### src/rtl/baccarat_pkg.sv
// Shared definitions for the baccarat control path.
//
// Contents:
//   state_e          sequencer state encoding. 4 bits; codes 10..15 are illegal and recover to S_P1.
//   NATURAL_MIN      two-card score at or above which the hand is a natural
//   PLAYER_DRAW_MAX  highest score at which the player (or a lone banker) draws
//   BANKER_STAND     banker score at which the banker always stands
//   FACE_MIN         lowest rank counting as zero (10, J, Q, K)
package baccarat_pkg;

  typedef enum logic [3:0] {
    S_P1     = 4'd0,
    S_D1     = 4'd1,
    S_P2     = 4'd2,
    S_D2     = 4'd3,
    S_EVAL   = 4'd4,
    S_P3     = 4'd5,
    S_EVAL_B = 4'd6,
    S_D3     = 4'd7,
    S_RESULT = 4'd8,
    S_DONE   = 4'd9
  } state_e;

  localparam int unsigned NATURAL_MIN     = 8;
  localparam int unsigned PLAYER_DRAW_MAX = 5;
  localparam int unsigned BANKER_STAND    = 7;
  localparam int unsigned FACE_MIN        = 10;

endpackage

### src/rtl/banker_draw_rule.sv
// Banker third-card tableau, used once the player has drawn a third card.
//
// Ports:
//   dscore  in  SCORE_W  banker two-card score
//   pcard3  in  CARD_W   player third-card rank (0..13; 10..13 count as 0)
//   draw    out 1        banker takes a third card
//
// Purely combinational.
module banker_draw_rule
  import baccarat_pkg::*;
#(
  parameter int unsigned SCORE_W = 4,
  parameter int unsigned CARD_W  = 4
) (
  input  logic [SCORE_W-1:0] dscore,
  input  logic [CARD_W-1:0]  pcard3,
  output logic               draw
);

  localparam logic [CARD_W-1:0]  FACE  = CARD_W'(FACE_MIN);
  localparam logic [SCORE_W-1:0] STAND = SCORE_W'(BANKER_STAND);

  // Card value of the player's third card (faces count as zero).
  logic [CARD_W-1:0] v;

  always_comb begin
    v    = (pcard3 >= FACE) ? '0 : pcard3;
    draw = 1'b0;
    if (dscore >= STAND) begin
      draw = 1'b0;
    end else if (dscore <= SCORE_W'(2)) begin
      draw = 1'b1;
    end else if (dscore == SCORE_W'(3)) begin
      draw = (v != CARD_W'(8));
    end else if (dscore == SCORE_W'(4)) begin
      draw = (v >= CARD_W'(2)) && (v <= CARD_W'(7));
    end else if (dscore == SCORE_W'(5)) begin
      draw = (v >= CARD_W'(4)) && (v <= CARD_W'(7));
    end else begin
      // Only score 6 remains here.
      draw = (v == CARD_W'(6)) || (v == CARD_W'(7));
    end
  end

endmodule

### src/rtl/baccarat_sequencer.sv
// Control FSM for the baccarat card/score datapath. Deals one hand per reset.
//
// Ports:
//   slow_clock        in   FSM clock; the datapath captures a card on the edge leaving a load state
//   resetb            in   asynchronous active-low reset, shared with the datapath
//   pscore, dscore    in   live player/banker scores from the datapath
//   pcard3            in   player third-card rank from the datapath
//   load_pcard1..3    out  player card load strobes (one-cycle, Moore)
//   load_dcard1..3    out  banker card load strobes (one-cycle, Moore)
//   player_win_light  out  player wins (both lights = tie)
//   dealer_win_light  out  banker wins
//   done              out  hand complete; outputs frozen until reset
module baccarat_sequencer
  import baccarat_pkg::*;
#(
  parameter int unsigned SCORE_W = 4,
  parameter int unsigned CARD_W  = 4
) (
  input  logic               slow_clock,
  input  logic               resetb,
  input  logic [SCORE_W-1:0] pscore,
  input  logic [SCORE_W-1:0] dscore,
  input  logic [CARD_W-1:0]  pcard3,
  output logic               load_pcard1,
  output logic               load_pcard2,
  output logic               load_pcard3,
  output logic               load_dcard1,
  output logic               load_dcard2,
  output logic               load_dcard3,
  output logic               player_win_light,
  output logic               dealer_win_light,
  output logic               done
);

  localparam logic [SCORE_W-1:0] NAT_MIN  = SCORE_W'(NATURAL_MIN);
  localparam logic [SCORE_W-1:0] DRAW_MAX = SCORE_W'(PLAYER_DRAW_MAX);

  // Held as plain logic so unused encodings are representable and can be recovered.
  logic [3:0] state_q, state_d;
  logic       pwin_q, pwin_d;
  logic       dwin_q, dwin_d;
  logic       banker_draw;
  logic       natural;

  banker_draw_rule #(
    .SCORE_W(SCORE_W),
    .CARD_W (CARD_W)
  ) u_banker_draw_rule (
    .dscore(dscore),
    .pcard3(pcard3),
    .draw  (banker_draw)
  );

  assign natural = (pscore >= NAT_MIN) || (dscore >= NAT_MIN);

  always_comb begin
    state_d = state_q;
    case (state_q)
      S_P1:     state_d = S_D1;
      S_D1:     state_d = S_P2;
      S_P2:     state_d = S_D2;
      S_D2:     state_d = S_EVAL;
      S_EVAL: begin
        if (natural) begin
          state_d = S_RESULT;
        end else if (pscore <= DRAW_MAX) begin
          state_d = S_P3;
        end else if (dscore <= DRAW_MAX) begin
          // Player stood on 6/7; banker follows the simple draw-on-5-or-less rule.
          state_d = S_D3;
        end else begin
          state_d = S_RESULT;
        end
      end
      S_P3:     state_d = S_EVAL_B;
      S_EVAL_B: state_d = banker_draw ? S_D3 : S_RESULT;
      S_D3:     state_d = S_RESULT;
      S_RESULT: state_d = S_DONE;
      S_DONE:   state_d = S_DONE;
      default:  state_d = S_P1;
    endcase
  end

  // Lights latch on the edge leaving S_RESULT, when both scores are final.
  always_comb begin
    pwin_d = pwin_q;
    dwin_d = dwin_q;
    if (state_q == S_RESULT) begin
      pwin_d = (pscore >= dscore);
      dwin_d = (dscore >= pscore);
    end else if (state_q == S_P1) begin
      // Covers recovery from an illegal encoding: a fresh hand starts dark.
      pwin_d = 1'b0;
      dwin_d = 1'b0;
    end
  end

  always_ff @(posedge slow_clock or negedge resetb) begin
    if (!resetb) begin
      state_q <= S_P1;
      pwin_q  <= 1'b0;
      dwin_q  <= 1'b0;
    end else begin
      state_q <= state_d;
      pwin_q  <= pwin_d;
      dwin_q  <= dwin_d;
    end
  end

  always_comb begin
    load_pcard1 = 1'b0;
    load_pcard2 = 1'b0;
    load_pcard3 = 1'b0;
    load_dcard1 = 1'b0;
    load_dcard2 = 1'b0;
    load_dcard3 = 1'b0;
    case (state_q)
      S_P1:    load_pcard1 = 1'b1;
      S_D1:    load_dcard1 = 1'b1;
      S_P2:    load_pcard2 = 1'b1;
      S_D2:    load_dcard2 = 1'b1;
      S_P3:    load_pcard3 = 1'b1;
      S_D3:    load_dcard3 = 1'b1;
      default: ;
    endcase
  end

  assign done             = (state_q == S_DONE);
  assign player_win_light = pwin_q;
  assign dealer_win_light = dwin_q;

endmodule

### config.mk
export PLATFORM = sky130hd
export DESIGN_NAME = baccarat_sequencer
export DESIGN_NICKNAME = d
export VERILOG_FILES = /design/src/rtl/baccarat_pkg.sv /design/src/rtl/banker_draw_rule.sv /design/src/rtl/baccarat_sequencer.sv
export SDC_FILE = /design/constraint.sdc
export NUM_CORES = 1
export LEC_CHECK = 0
export CORE_MARGIN = 2
export CORE_UTILIZATION = 37
export CTS_CLUSTER_SIZE = 30
export DETAILED_ROUTE_END_ITERATION = 10
export PLACE_DENSITY = 0.76
export SYNTH_ARGS = -nofsm -noshare
export SYNTH_HDL_FRONTEND = slang
export SYNTH_SLANG_ARGS = --single-unit
### constraint.sdc
create_clock -name slow_clock -period 1.2 [get_ports slow_clock]
set_input_delay 0.3 -clock slow_clock [delete_from_list [all_inputs] [get_ports slow_clock]]
set_output_delay 0.3 -clock slow_clock [all_outputs]
set_load 0.01 [all_outputs]
== Yosys cells after proc, flatten, opt, wreduce, memory -nomap -nowiden ==
Index checks and enable logic that the tools add are counted.
Cells by class
  order comparisons: 12
  eq/ne operators: 15
  mux-type cells: 20
  reduce and logical (&&, ||, !) cells: 7
Operators by type and width (count)
  $pmux W4 S9: 1
  $eq A4 B3 Y1 const B: 8
  $mux W4: 5
  $mux W1: 14
  $eq A4 B2 Y1 const B: 3
  $ge A4 B4 Y1 const B: 3
  $le A4 B3 Y1 const B: 3
  $eq A4 B4 Y1 const B: 2
  $ge A4 B3 Y1 const B: 2
  $ge A4 B4 Y1: 2
  $eq A4 B1 Y1 const B: 1
  $ge A4 B2 Y1 const B: 1
  $le A4 B2 Y1 const B: 1
  $logic_not A4 Y1: 1
  $ne A4 B4 Y1 const B: 1
  $logic_and A1 B1 Y1: 2
  $logic_or A1 B1 Y1: 2
  $reduce_bool A2 Y1: 1
  $reduce_or A2 Y1: 1
Storage, ports and cells
  bits in registers: 6
  output and inout port bits: 9
  word-level logic and storage cells: 57

== Logic depth before layout (Yosys ltp) ==
  depth in word-level cells: 11
  gate-level depth with buffers: 6

== Cells and area by module ==
A second synthesis with hierarchy kept.
Second synthesis, totals
  cells, all modules: 68
  area total of the unflattened synthesis: 568.0 um2
Modules (own cells, without submodules)
  baccarat_sequencer: instances 1, cells each 62, area an instance 515.5 um2, sequential area each 150.1 um2
  banker_draw_rule: instances 1, cells each 6, area an instance 52.6 um2, sequential area each 0.0 um2

== Least setup slack after synthesis ==
No wires, ideal clock.
  kind: register -> output
  start: register state_q[1]
  end: output load_pcard2
  arrival: 1.045 ns
  required time: 0.900 ns
  slack: -0.145 ns
  cell stages (with the launch flop): 4
  buffers on the path: 1
  path through: dfrtp_1 buf_2 inv_1 nor4_1
Between the ends
  longest elaborated chain between the ends: 2
RTL lines
  start, declared: RTL line baccarat_sequencer.sv:39  | logic [3:0] state_q, state_d;
  start signal, assigned: RTL line baccarat_sequencer.sv:104  | state_q <= state_d;
  $eq A4 B2 Y1: RTL line baccarat_sequencer.sv:117  | case (state_q)
  $mux W1: RTL line baccarat_sequencer.sv:117
  end, declared: RTL line baccarat_sequencer.sv:25  | output logic load_pcard2,
Every way passes these cells.

== Worst setup path after layout ==
  start: register state_q[0]
  end: output load_pcard1
Between the ends
  longest elaborated chain between the ends: 2
RTL lines
  $logic_not A4 Y1: RTL line baccarat_sequencer.sv:117
  $mux W1: RTL line baccarat_sequencer.sv:117
  end, declared: RTL line baccarat_sequencer.sv:24  | output logic load_pcard1,
Every way passes these cells.

==> impl_metrics.json <==
{
  "status": "complete, but fails checks",
  "violations": "setup timing",
  "routed-via-count": 779,
  "final_common_cell": "buf_4",
  "start_util_pct": 41.0,
  "n_antenna_cell": 0,
  "grt_pass1_wl_um": 3660,
  "ys_warn_count": 0,
  "clock-root-buffer": "clkbuf_4",
  "final_cell_mix": "buf_4 (18), buf_2 (12), buf_6 (11), inv_1 (5)",
  "total_power_w": 0.000589,
  "clkLatencyLatePin_ns": 0.27,
  "wl_per_cell_um": 18.1,
  "pre_cts_ws_ns": -0.688,
  "pwr-share-comb_pct": 27.5,
  "core_region_area_um2": 1350,
  "tightest_slew_ns": 0.471,
  "setup_viol": 13,
  "cts_tree": "yes",
  "setup-tns-final_ns": -2.51,
  "vias_per_cell": 5.69,
  "row_count": 13,
  "final_hold_viol_count": 0,
  "dieArea_um2": 1820,
  "clk_path_buf_depth": 2,
  "synth_xor_area_share_pct": 0,
  "cp.required_ns": 0.90,
  "synthSimpleGateAreaFrac_pct": 31.7,
  "ys_types": 29,
  "p_leak_nw": 0.538,
  "wirelength_um": 2470,
  "slew_violations": 0,
  "arrival_ns": 1.23,
  "htreeDepth": 1,
  "n_fill_cell": 64,
  "r2r_slack_ns": -0.13,
  "slew_headroom_pct": 68.4,
  "layout-drive-gt1-share_pct": 63.9,
  "grt_pass1_vias": 787,
  "place_congestion": 0.804,
  "ys_ff_latch": 6,
  "crit_fanout": 3,
  "finalNetCount": 142,
  "avgSynthCellArea_um2": 7.68,
  "yosys-top-cells-area": "dfrtp_1 (27%), ha_1 (9.0%), nor2_1 (5.4%), inv_1 (4.8%), nand2_1 (4.1%)",
  "place.detailed.hpwl_um": 1320,
  "cts_inserted_buffers": 3,
  "grt_overflow_total": 0,
  "setup_slack_ns": -0.334,
  "fin_skew_ns": 0.00754,
  "cts_sinks": 6,
  "grtUsageTotal_pct": 27.5,
  "synth_nets": 90,
  "clockPowerShare_pct": 36.9,
  "clkTransAtPathRegs_ns": 0.05,
  "swShare_pct": 31.1,
  "rsz0062_at_grt": "true",
  "io_buffers": 22,
  "p_switching_w": 0.000183,
  "synth_compound_area_share_pct": 24.2,
  "synth.area.mux_share_pct": 0,
  "syn_to_final_growth_pct": 118,
  "drc": 0,
  "yosysTopAreaCell": "dfrtp_1",
  "synth_fa_ha_area_share_pct": 9.05,
  "power_density_nw_per_um2": 489,
  "drtPass1Iterations": 4,
  "final_util_pct": 89.2,
  "synth_top_family_by_area": "simple AND/OR/NAND/NOR gates",
  "antenna_found_initial": 0,
  "fp.dieW_um": 42.7,
  "die_h_um": 42.7,
  "regArea_um2": 155,
  "seq_power_share_pct": 35.6,
  "p_int_w": 0.000406,
  "layout_min_cycle_time_ns": 1.53,
  "multi_input_area_um2": 563,
  "cap_violations": 0,
  "fmax_mhz": 652,
  "fin_cells": 137,
  "grt_max_degree": 9,
  "dp_cells": 122,
  "io_pins": 23,
  "ant_nets": 0,
  "syn-instance-count": 72,
  "drtIter0Drc": 34,
  "min_path_type": "in2async",
  "cp-end-kind": "output pin",
  "ir_drop_mv": 0.341,
  "yosysTopAreaCellShare_pct": 27.1,
  "fin_crit_sh_pct": 128,
  "synth_area_um2": 553,
  "worst_setup_path_start_kind": "flop",
  "crit_type": "reg2out",
  "yosysSeqAreaShare_pct": 27.1
}
-- routing by layer --
| layer | routed length, um | global-route usage (%) | vias up |
|---|---|---|---|
| met2 | 1310 | 46.1 | 32 |
| met5 | 0 | 0 | - |
| li1 | - | - | 362 |
| met4 | 36 | 15.6 | 0 |
| met1 | 1020 | 31.9 | 380 |
| met3 | 102 | 5.96 | 5 |
-- cells by family (layout without fill, tap and decap cells) --
group / after synthesis / count (layout)
simple gates: 33 / 33
compound gates: 18 / 18
buf+inv: 11 / 61
flops: 6 / 6
fa+ha+maj: 4 / 4
-- registers in the layout, summed over array words and instances (netlist names) --
signal	flops
state_q	4
dealer_win_light	1
player_win_light	1
-- timing repair --
action	CTS	global route
setup buffers	12	4
cloned	0	0
pin swaps	16	10
endpoints found under the setup margin	15	13
gates resized for setup	92	18
hold buffers	0	0
hold endpoints to repair	0	0
-- power groups by stage --
stage | sequential [W] | clock (W) | combinational (W)
finish | 0.000210 | 0.000217 | 0.000162
global route | 0.000210 | 0.000219 | 0.000177
CTS | 0.000210 | 0.000206 | 0.000150
detailed placement | 0.000213 | 0 | 0.000138
global placement | 0.000213 | 0 | 0.000134
floorplan | 0.000216 | 0 | 0.0000500
-- worst max-delay path: stages, from the launching register on --
cell	delay, ns
dfrtp_2	0.44
buf_6	0.14
nor4_4	0.23
buf_2	0.16
-- cells in the mapped netlist --
cell	n
a211o_1	1
a21boi_0	1
a21o_1	2
a21oi_1	4
a221oi_2	1
a31oi_1	1
and4b_1	1
buf_2	2
clkbuf_1	2
dfrtp_1	6
ha_1	4
inv_1	7
nand2_1	6
nand2b_1	2
nand3_1	2
nand4_1	2
nand4bb_1	1
nor2_1	8
nor2b_1	2
nor3_1	4
nor4_1	3
nor4b_1	1
o211ai_1	2
o21ai_0	2
o21ai_1	1
o21bai_1	1
o31ai_1	1
o32ai_2	1
or3_1	1
-- through the flow --
step                      area [um2]  hold WS (ns)
final                           1200         0.266
after global routing            1200         0.294
after CTS                       1120         0.286
after detailed placement         942         0.466
after global placement           942         0.465
after floorplan                  597       0.00441
-- path summary, 6_finish.rpt --
| kind | to | cells past startpoint | start |
|---|---|---|---|
| worst max-delay path | load_pcard1 | 3 | state_q[0] |
| worst min-delay path | dealer_win_light | 1 | resetb |
| worst min register to register | dealer_win_light | 1 | dealer_win_light |
| worst max register to register | dealer_win_light | 3 | state_q[2] |
| min in group slow_clock | dealer_win_light | 1 | dealer_win_light |
| max in group asynchronous | state_q[3] | 1 | resetb |
-- cell type report --
type / count / share of cell area, %
well taps: 15 / 1.56
inverters: 7 / 2.39
multi-input cells: 55 / 46.8
clock buffers: 3 / 1.87
flip-flops and latches: 6 / 12.9
repair buffers: 51 / 34.5
(Power assumes the default switching activity.)
